`config.mk`:
```
export PLATFORM = sky130hd
export DESIGN_NAME = rr_decode_arbiter
export DESIGN_NICKNAME = d
export VERILOG_FILES = /design/src/rtl/rr_decode_arbiter_pkg.sv /design/src/rtl/rr_decode_arbiter_onehot_dec3to8.sv /design/src/rtl/rr_decode_arbiter.sv
export SDC_FILE = /design/constraint.sdc
export NUM_CORES = 1
export LEC_CHECK = 0
export ABC_AREA = 1
export ABC_CLOCK_PERIOD_IN_PS = 3600
export BUFFER_PORTS_ARGS = -buffer_cell sky130_fd_sc_hd__clkbuf_2
export CELL_PAD_IN_SITES_DETAIL_PLACEMENT = 2
export CELL_PAD_IN_SITES_GLOBAL_PLACEMENT = 2
export CORE_MARGIN = 8
export CORE_UTILIZATION = 28
export DETAILED_ROUTE_END_ITERATION = 6
export PLACE_DENSITY_LB_ADDON = 0.1
export SYNTH_ARGS = -nofsm -noshare
export SYNTH_HDL_FRONTEND = slang
export SYNTH_SLANG_ARGS = --single-unit
```
`constraint.sdc`:
```
create_clock -name clk -period 3.6 [get_ports clk]
set_clock_uncertainty 0.1 [all_clocks]
set_input_delay 0 -clock clk [delete_from_list [all_inputs] [get_ports clk]]
set_output_delay 0 -clock clk [all_outputs]
set_load 0.01 [all_outputs]
```
`src/rtl/rr_decode_arbiter_pkg.sv`:
```
// Shared constants for the round-robin decode arbiter: state encoding, sizes,
// reset pointer and the rotating priority search.
package rr_decode_arbiter_pkg;

    localparam int N_REQ = 8;
    localparam int IDX_W = 3;

    localparam logic [1:0] ST_IDLE  = 2'd0;
    localparam logic [1:0] ST_GRANT = 2'd1;
    localparam logic [1:0] ST_GAP   = 2'd2;

    localparam logic [IDX_W-1:0] PTR_RST = 3'd7;

    // First set request strictly after the last owner, wrapping through 7 -> 0.
    function automatic logic [IDX_W-1:0] rr_pick(input logic [N_REQ-1:0] req,
                                                 input logic [IDX_W-1:0] last);
        logic [IDX_W-1:0] cand;
        logic             found;
        rr_pick = last;
        found   = 1'b0;
        for (int k = 1; k <= N_REQ; k++) begin
            cand = last + IDX_W'(k);
            if (!found && req[cand]) begin
                rr_pick = cand;
                found   = 1'b1;
            end
        end
    endfunction

endpackage

```
`src/rtl/rr_decode_arbiter_onehot_dec3to8.sv`:
```
// Combinational 3-bit index to 8-bit one-hot decode; output is all zero
// whenever the enable is low.
module onehot_dec3to8
    import rr_decode_arbiter_pkg::*;
(
    input  logic [IDX_W-1:0] idx,
    input  logic             en,
    output logic [N_REQ-1:0] onehot
);

    always_comb begin
        onehot = '0;
        if (en) begin
            onehot[idx] = 1'b1;
        end
    end

endmodule

```
`src/rtl/rr_decode_arbiter.sv`:
```
// Eight-way round-robin arbiter with encoded winner, one-hot grant and a
// mandatory turnaround cycle. Optional forced revocation under GRANT_TIMEOUT_EN.
module rr_decode_arbiter
    import rr_decode_arbiter_pkg::*;
#(
    parameter int MAX_HOLD = 16
) (
    input  logic             clk,
    input  logic             rst_n,
    input  logic [N_REQ-1:0] req,
    input  logic             done,
    output logic [N_REQ-1:0] gnt,
    output logic [IDX_W-1:0] gnt_idx,
    output logic             gnt_valid,
    output logic             busy,
    output logic             timeout
);

    if (MAX_HOLD < 2 || MAX_HOLD > 255) begin : g_bad_hold
        $error("MAX_HOLD must lie in 2..255");
    end

    logic [1:0]       state;
    logic [IDX_W-1:0] idx_q;
    logic             tmo;
    logic             exit_grant;
    logic             in_grant;

    assign in_grant = (state == ST_GRANT);

`ifdef GRANT_TIMEOUT_EN
    localparam logic [7:0] HOLD_LAST = 8'(MAX_HOLD - 1);

    logic [7:0] hold_cnt;

    always_ff @(posedge clk or negedge rst_n) begin
        if (!rst_n) begin
            hold_cnt <= '0;
        end else if (state == ST_IDLE) begin
            hold_cnt <= '0;
        end else if (in_grant) begin
            hold_cnt <= hold_cnt + 8'd1;
        end
    end

    // Revocation only when the owner would otherwise keep the grant.
    assign tmo = in_grant && (hold_cnt == HOLD_LAST) && !done && req[idx_q];
`else
    assign tmo = 1'b0;
`endif

    assign exit_grant = done || !req[idx_q] || tmo;

    // idx_q doubles as the last-owner pointer: it is loaded on GRANT entry only.
    always_ff @(posedge clk or negedge rst_n) begin
        if (!rst_n) begin
            state <= ST_IDLE;
            idx_q <= PTR_RST;
        end else begin
            case (state)
                ST_IDLE: begin
                    if (|req) begin
                        idx_q <= rr_pick(req, idx_q);
                        state <= ST_GRANT;
                    end
                end
                ST_GRANT: begin
                    if (exit_grant) begin
                        state <= ST_GAP;
                    end
                end
                ST_GAP: begin
                    state <= ST_IDLE;
                end
                default: begin
                    state <= ST_IDLE;
                end
            endcase
        end
    end

    onehot_dec3to8 u_dec (
        .idx    (idx_q),
        .en     (in_grant),
        .onehot (gnt)
    );

    assign gnt_idx   = idx_q;
    assign gnt_valid = in_grant;
    assign busy      = (state != ST_IDLE);
    assign timeout   = tmo;

endmodule

```
==> run_results.csv, run 1 <==
group,metric,value,unit
status,outcome,"complete, no violations",
route,viasPerCell,5.04,
sta,final.setup.tns,0,ns
route,wl_per_cell,15.6,um
setup_path,cp_cell_sequence,"inv_2 -> ha_1 -> inv_1 -> nand3_1 -> nand2_1 -> nand2_1 -> nand2_1 -> nand3_2 -> nor2_4 -> nand4_1 -> nor2_1 -> nor2_1 -> nand2_1 -> nand2_1",
route,drc,0,
run,drv_cap,0,
clock_network,clk_latency,0.22,ns
placed_design,io_buffers,23,
final_layout,n_fill_cell,483,
global_routing,grt_max_degree,17,
clock_network,cts_tree,"built",
setup_path,max_stage_delay,0.71,ns
sta,rsz0062_at_grt,"false",
setup_path,worstPathBufferInverterCount,2,
synth,ys_async_sr_fraction,100,%
clock_network,cts_inserted_buffers,3,
route,vias,1301,
route,firstDrtPassIters,4,
sta,max_freq,0.341,GHz
sta,hold_viol_final,0,
route,routed_wl,4030,um
setup_path,end_kind,"flip-flop",
global_routing,grt_remaining_overflow,0,
global_routing,grt_pass1_vias,1454,
synth,synth_edf_count,0,
route,antenna_left,0,
synth,yosysTopAreaCell,"nand2_1",
setup_path,cpMostUsedCell,"nand2_1",
synth,syn_area,0.00104,mm2
floorplan,core,0.00361,mm2
floorplan,die_y,76.8,um
synth,syn_nets,201,
sta,period_minus_slack,2.94,ns
sta,drv_slew,0,
setup_path,cp.required,3.65,ns
synth,ys_types,27,
placed_design,dp.final_hpwl,3430,um
final_layout,multi_input_area,798,um2
synth,synth_top_area_share,22.1,%
clock_network,clkTransAtPathRegs,0.04,ns
clock_network,clock_sinks,5,
clock_network,htreeDepth,1,
final_layout,drive_gt1_share,21.4,%
global_routing,grt_pass1_wl,6910,um
floorplan,die_width,76.8,um
setup_path,start_kind,"flip-flop",
synth,synth-seq-cells,5,
synth,post_synth.cell_area_avg,5.63,um2
setup_path,worstSetupPathType,"flip-flop to flip-flop",
synth,yosys-top-cells-count,"nand2_1 (61), nand3_1 (30), inv_1 (17), nor2_1 (17), nor3_1 (8)",
floorplan,initial_core_util,28.7,%
floorplan,num_rows,22,
floorplan,die-area,0.00590,mm2
setup_path,critical_path.max_fanout,16,
global_routing,track_usage,14.2,%
synth,synth_most_common_cell,"nand2_1",
clock_network,clock_path_buffers,2,
final_layout,area_delta_synth_final,20.7,%
worst_hold_path,hold_path.class,"input port to asynchronous set/reset pin",
route,drt_iter0_drc,29,
setup_path,cp.arrival,2.99,ns
setup_path,reg2reg_to,"gnt_idx[1]",
final_layout,finalNetCount,228,
final_layout,regArea,129,um2
setup_path,crit_path_top_delay_cell,"dfstp_2",
synth,synthCells,184,
global_routing,antenna_found_initial,0,
floorplan,pin_count,25,
setup_path,reg2reg_setup_slack,0.66,ns
setup_path,r2r_start,"gnt_idx[0]",
setup_path,rr_worst_depth,14,
synth,ys_seq_area_share,12.4,%
synth,netlist_top_cells_area,"nand2_1 (22%), nand3_1 (14%), dfstp_2 (7.6%)",
sta,setup_viol,0,
placed_design,globalplace.congestion,0.832,
synth,ys_warn_count,0,
final_layout,diodes,0,
sta,post-route-period-util,81.6,%
synth,synth_ff_type,"dfstp_2",
clock_network,cts_root_buffer,"clkbuf_8",
setup_path,cp_top_family,"simple AND/OR/NAND/NOR gates",
-- layout by cell type, fill, tap and decap left out, drive strengths merged --
cell         synthesis  final
nor2                20     20
nand4                5      5
nand3b               1      1
nand2               66     66
dfrtp                2      2
xor2                 2      2
dfstp                3      3
conb                 1      1
clkinv               1      1
nor3                 8      8
dlygate4sd3          0      2
nand3               34     34
o21ai                4      4
a31oi                2      2
clkbuf               0     27
xnor2                2      2
nor4                 2      2
inv                 19     19
ha                   6      6
a21oi                1      1
and2                 1      1
buf                  4      1
-- per-stage QoR --
stage / area (um2) / setup slack [ns] / hold slack, ns / util, % / cells
4_1_cts: 1250 / 0.663 / 0.0253 / 34.7 / 258
5_1_grt: 1250 / 0.442 / 0.0437 / 34.7 / 258
6_report: 1250 / 0.663 / 0.0287 / 34.7 / 258
2_1_floorplan: 1040 / 1.17 / -0.396 / - / 184
3_3_place_gp: 1180 / 0.814 / -0.282 / 32.9 / 252
3_5_place_dp: 1180 / 0.651 / -0.276 / 32.9 / 252
-- routing by layer --
| metal | global-route usage (%) | vias up | part of all wire [%] |
|---|---|---|---|
| li1 | - | 652 | - |
| met1 | 15.3 | 623 | 44 |
| met2 | 26.8 | 20 | 53 |
| met3 | 2.21 | 6 | 2.2 |
| met4 | 4.81 | 0 | 1.1 |
| met5 | 0 | - | 0 |
-- worst max path at each step --
stage / from / end / slack [ns] / depth (start not counted)
floorplan: gnt_idx[1] / gnt_idx[2] / 1.17 / 14
global placement: gnt_idx[0] / gnt_idx[1] / 0.81 / 14
detailed placement: gnt_idx[0] / gnt_idx[2] / 0.65 / 14
CTS: gnt_idx[0] / gnt_idx[1] / 0.66 / 14
global route: gnt_idx[0] / gnt_idx[2] / 0.44 / 14
finish: gnt_idx[0] / gnt_idx[1] / 0.66 / 14
-- timing repair --
action | 4_1_cts | 5_1_grt
hold buffers | 2 | 0
hold endpoints to repair | 7 | 0
setup buffers | 0 | 0
resized for setup | 0 | 0
-- cell families (layout without fill, tap and decap cells) --
logic type	count (synthesis)	count (layout)	synth area share (%)
buffers and inverters	24	50	10.5
XOR/XNOR	4	4	3.38
flip-flops	5	5	12.4
other	1	1	0.362
AND/OR/NAND/NOR	137	137	61.8
adder cells (fa/ha/maj)	6	6	7.25
AO/OA/AOI/OAI	7	7	4.23
-- flip-flops by register name, indices dropped and copies added (netlist names) --
| register | flops |
|---|---|
| gnt_idx | 3 |
| state | 2 |
-- area by class of cell --
cell class              count  share of cell area, %
multi-input cells         155                   63.9
flip-flops and latches      5                   10.3
repair buffers             26                   11.4
clock buffers               4                   3.60
well taps                  48                   4.80
inverters                  20                   6.01
Power of run 1 is left out: the tool's default activity adds up to more than one toggle a clock period on the data nets, which glitch-free logic cannot reach.
==> inputs of run 2 (changes only) <==
Settings changed: ABC_CLOCK_PERIOD_IN_PS 3600 to 3000, CORE_UTILIZATION 28 to 26.
Clock period 3.6 ns to 3 ns, I/O delays scaled along.
==> run_results.csv, run 2 (synthesized netlist as in run 1, its figures left out) <==
group,metric,value,unit
global_routing,track_usage,14.0,%
sta,setup_viol,0,
final_layout,area_delta_synth_final,23.1,%
floorplan,die-area,0.00626,mm2
setup_path,max_stage_delay,0.53,ns
floorplan,initial_core_util,26.5,%
global_routing,grt_max_degree,16,
setup_path,cpMostUsedCell,"nand2_1",
status,outcome,"complete, no violations",
final_layout,largest_register_ffs,3,
clock_network,clock_path_buffers,2,
setup_path,critical_path.max_fanout,14,
floorplan,die_y,79.1,um
clock_network,cts_tree,"built",
clock_network,postCtsSetupRepairBufs,0,
setup_path,worstPathBufferInverterCount,3,
setup_path,end_kind,"flip-flop",
route,drt_iter0_drc,62,
final_layout,layout_common_cells,"nand2_1 (61), nand3_1 (30), clkbuf_2 (23)",
clock_network,htreeDepth,1,
setup_path,cp.arrival,2.78,ns
setup_path,cp.required,3.05,ns
setup_path,cp_top_family,"simple AND/OR/NAND/NOR gates",
route,wl_per_cell,16.2,um
clock_network,ctsResizeCount,0,
sta,drv_slew,0,
route,drc,0,
worst_hold_path,hold_path.class,"input port to asynchronous set/reset pin",
route,viasPerCell,5.02,
route,vias,1321,
final_layout,finalNetCount,231,
sta,max_slew_margin,65.8,%
clock_network,cts_inserted_buffers,3,
setup_path,start_kind,"flip-flop",
final_layout,layout.cells.non_filler,263,
placed_design,io_buffers,23,
route,firstDrtPassIters,4,
final_layout,n_fill_cell,513,
final_layout,drive_gt1_share,22.5,%
sta,worst_slew_pin_slew,0.507,ns
clock_network,cts_root_buffer,"clkbuf_8",
sta,rsz0062_at_grt,"false",
global_routing,antenna_found_initial,0,
sta,period_minus_slack,2.73,ns
global_routing,grt_remaining_overflow,0,
final_layout,multi_input_area,798,um2
sta,final.setup.tns,0,ns
floorplan,pin_count,25,
sta,post-route-period-util,91.2,%
setup_path,crit_path_top_delay_cell,"dfstp_2",
final_layout,diodes,0,
final_layout,final_common_cell,"nand2_1",
clock_network,clkTransAtPathRegs,0.04,ns
sta,hold_viol_final,0,
placed_design,dp_cells,257,
global_routing,grt_pass1_vias,1433,
setup_path,cp_cell_sequence,"inv_2 -> ha_1 -> inv_1 -> nand3_1 -> nand2_1 -> nand2_1 -> nand2_1 -> nand3_2 -> nor2_4 -> nand4_1 -> nand2_1 -> inv_1 -> nand3_1 -> nand2_1",
sta,max_freq,0.366,GHz
floorplan,num_rows,23,
clock_network,clock_sinks,5,
run,drv_cap,0,
floorplan,die_width,79.1,um
placed_design,globalplace.congestion,0.827,
final_layout,regArea,129,um2
route,routed_wl,4270,um
setup_path,worstSetupPathType,"flip-flop to flip-flop",
global_routing,grt_pass1_wl,7080,um
clock_network,clk_latency,0.22,ns
route,antenna_left,0,
floorplan,core,0.00391,mm2
placed_design,dp.final_hpwl,3570,um
run 2: cell types whose count changed in the layout (fill, tap and decap cells not counted), sizes merged:
| cell | change |
|---|---|
| buf | +3 |
run 2: stage by stage:
step / cell area [um2] / utilization, % / setup slack (ns) / hold slack, ns
3_5_place_dp: 1210 / 30.9 / 0.323 / -0.275
6_report: 1270 / 32.6 / 0.265 / 0.0603
4_1_cts: 1270 / 32.6 / 0.273 / 0.0427
5_1_grt: 1270 / 32.6 / 0.0663 / 0.0635
2_1_floorplan: 1040 / - / 0.568 / -0.396
3_3_place_gp: 1210 / 30.9 / 0.473 / -0.272
run 2: final timing paths:
kind / from / to / slack (ns) / cells after the start
setup / recovery: gnt_idx[0] / gnt_idx[0] / 0.27 / 14
hold / removal: rst_n / state[0] / 0.06 / 2
setup reg to reg: gnt_idx[0] / gnt_idx[0] / 0.27 / 14
hold reg to reg: state[1] / state[0] / 0.50 / 3
max in group asynchronous: rst_n / gnt_idx[0] / 2.52 / 2
min in group clk: req[5] / state[0] / 0.30 / 6
run 2: cell type report:
| class | count | share of cell area [%] |
|---|---|---|
| clock buffer | 4 | 3.53 |
| inverter | 20 | 5.89 |
| multi-input combinational | 155 | 62.6 |
| tap | 50 | 4.91 |
| timing repair buffer | 29 | 13.0 |
| sequential | 5 | 10.1 |
run 2: per-layer routing:
layer  global-route usage, %  vias up  part of all wire [%]
li1                        -      658                     -
met1                    15.8      643                    44
met2                    26.7       20                    52
met3                    3.27        0                   3.7
met4                    1.30        0                     0
met5                       0        -                     0
run 2: timing repair:
item,in CTS,in global routing
hold endpoints to repair,7,0
setup endpoints to repair,0,0
hold buffers,2,0
Power of run 2 is left out for the same reason.
==> inputs of run 3 (changes only) <==
--- a/config.mk
+++ b/config.mk
@@ -15,3 +15,3 @@
 export DETAILED_ROUTE_END_ITERATION = 6
-export PLACE_DENSITY_LB_ADDON = 0.1
+export PLACE_DENSITY = 0.86
 export SYNTH_ARGS = -nofsm -noshare
==> constraint.sdc (replaced) <==
create_clock -name clk -period 3 [get_ports clk]
set_clock_uncertainty 0.1 [all_clocks]
set_input_delay 0.3 -clock clk [delete_from_list [all_inputs] [get_ports clk]]
set_output_delay 0.3 -clock clk [all_outputs]
set_load 0.01 [all_outputs]
==> run_results.csv, run 3 (synthesized netlist as in run 1, its figures left out) <==
group,metric,value,unit
setup_path,critical_path.max_fanout,14,
worst_hold_path,min_from,"done",
placed_design,globalplace.congestion,0.811,
sta,hold_slack,0.232,ns
clock_network,htreeDepth,1,
status,outcome,"complete, no violations",
placed_design,dpl_worst_slack,0.341,ns
global_routing,grt_remaining_overflow,0,
route,routed_wl,4040,um
route,drc,0,
setup_path,reg2reg_to,"gnt_idx[1]",
setup_path,r2r_start,"gnt_idx[0]",
route,drt_iter0_drc,33,
final_layout,diodes,0,
setup_path,reg2reg_setup_slack,0.37,ns
floorplan,die-area,0.00626,mm2
setup_path,end_kind,"flip-flop",
floorplan,pin_count,25,
route,viasPerCell,5.01,
setup_path,rr_worst_depth,14,
floorplan,die_width,79.1,um
sta,drv_slew,0,
sta,rsz0062_at_grt,"false",
setup_path,start_kind,"flip-flop",
clock_network,clkTransAtPathRegs,0.04,ns
final_layout,final_common_cell,"nand2_1",
worst_hold_path,hold_path.class,"input port to flip-flop",
global_routing,track_usage,13.8,%
setup_path,worstSetupPathType,"flip-flop to flip-flop",
placed_design,dp.final_hpwl,3460,um
route,vias,1313,
final_layout,drive_gt1_share,23.1,%
clock_network,cts_tree,"built",
worst_hold_path,hold_path_depth,4,
sta,hold_viol_final,0,
sta,setup_viol,0,
global_routing,antenna_found_initial,0,
sta,period_minus_slack,2.63,ns
route,firstDrtPassIters,4,
clock_network,clock_path_buffers,2,
clock_network,cts_root_buffer,"clkbuf_8",
run,drv_cap,0,
sta,finalWorstSetupSlack,0.372,ns
sta,max_freq,0.380,GHz
global_routing,grt_pass1_wl,6970,um
worst_hold_path,holdPathEnd,"state[0]",
final_layout,layout_common_cells,"nand2_1 (61), nand3_1 (30), clkbuf_2 (23)",
clock_network,cts_inserted_buffers,3,
floorplan,die_y,79.1,um
sta,post-route-period-util,87.6,%
global_routing,grt_pass1_vias,1450,
floorplan,num_rows,23,
floorplan,core,0.00391,mm2
route,wl_per_cell,15.4,um
setup_path,cp.arrival,2.68,ns
placed_design,io_buffers,23,
clock_network,clock_sinks,5,
floorplan,initial_core_util,26.5,%
clock_network,clk_latency,0.23,ns
final_layout,area_delta_synth_final,22.2,%
final_layout,largest_register_ffs,3,
setup_path,cp.required,3.06,ns
final_layout,finalNetCount,230,
route,antenna_left,0,
sta,final.setup.tns,0,ns
global_routing,grt_max_degree,16,
==> run 3: cell count changes in the layout (fill, tap and decap cells not counted), sizes merged <==
cell,before,now
dlygate4sd3,2,1
clkinv,1,2
clkbuf,27,26
==> run 3: through the flow <==
stage,std cells,cell area (um2),util [%]
6_report,262,1270,32.4
5_1_grt,262,1270,32.4
4_1_cts,262,1270,32.4
3_5_place_dp,257,1210,30.9
3_3_place_gp,257,1210,30.9
2_1_floorplan,184,1040,-
==> run 3: worst max-delay path by stage <==
stage,from,slack (ns),cells after the start,end
6_report,gnt_idx[0],0.37,14,gnt_idx[1]
5_1_grt,gnt_idx[0],0.05,14,gnt_idx[1]
4_1_cts,gnt_idx[0],0.33,14,gnt_idx[1]
3_5_place_dp,gnt_idx[0],0.34,14,gnt_idx[1]
3_3_place_gp,gnt_idx[0],0.47,14,gnt_idx[1]
2_1_floorplan,gnt_idx[1],0.57,14,gnt_idx[2]
==> run 3: critical path, cell delays in order, from the launching register on <==
cell and delay, ns:
dfstp_2 0.53, inv_2 0.13, ha_1 0.39, inv_1 0.20
nand3_1 0.14, nand2_1 0.11, nand2_1 0.05, nand2_1 0.15
nand3_2 0.14, nor2_2 0.17, inv_1 0.13, nand3_1 0.11
nand3_1 0.08, nand2_1 0.07, nand2_1 0.05
==> run 3: layer usage <==
layer	up-vias	wire length, um	GRT usage (%)
li1	654	-	-
met5	-	0	0
met3	5	164	2.60
met1	632	1720	15.6
met2	22	2110	25.7
met4	0	42	3.33
==> run 3: area by class of cell <==
type / count / area, um2
inverter: 20 / 75.1
clock buffer: 3 / 41.3
multi-input combinational: 155 / 798
sequential: 5 / 129
tap: 50 / 62.6
clock inverter: 1 / 5.00
timing repair buffer: 28 / 155
fill: 544 / 2650
==> run 3: what timing repair did <==
item,4_1_cts,5_1_grt
hold buffers,1,0
setup buffers,0,0
resized for setup,0,0
hold endpoints to repair,5,0
Power of run 3 is left out for the same reason.
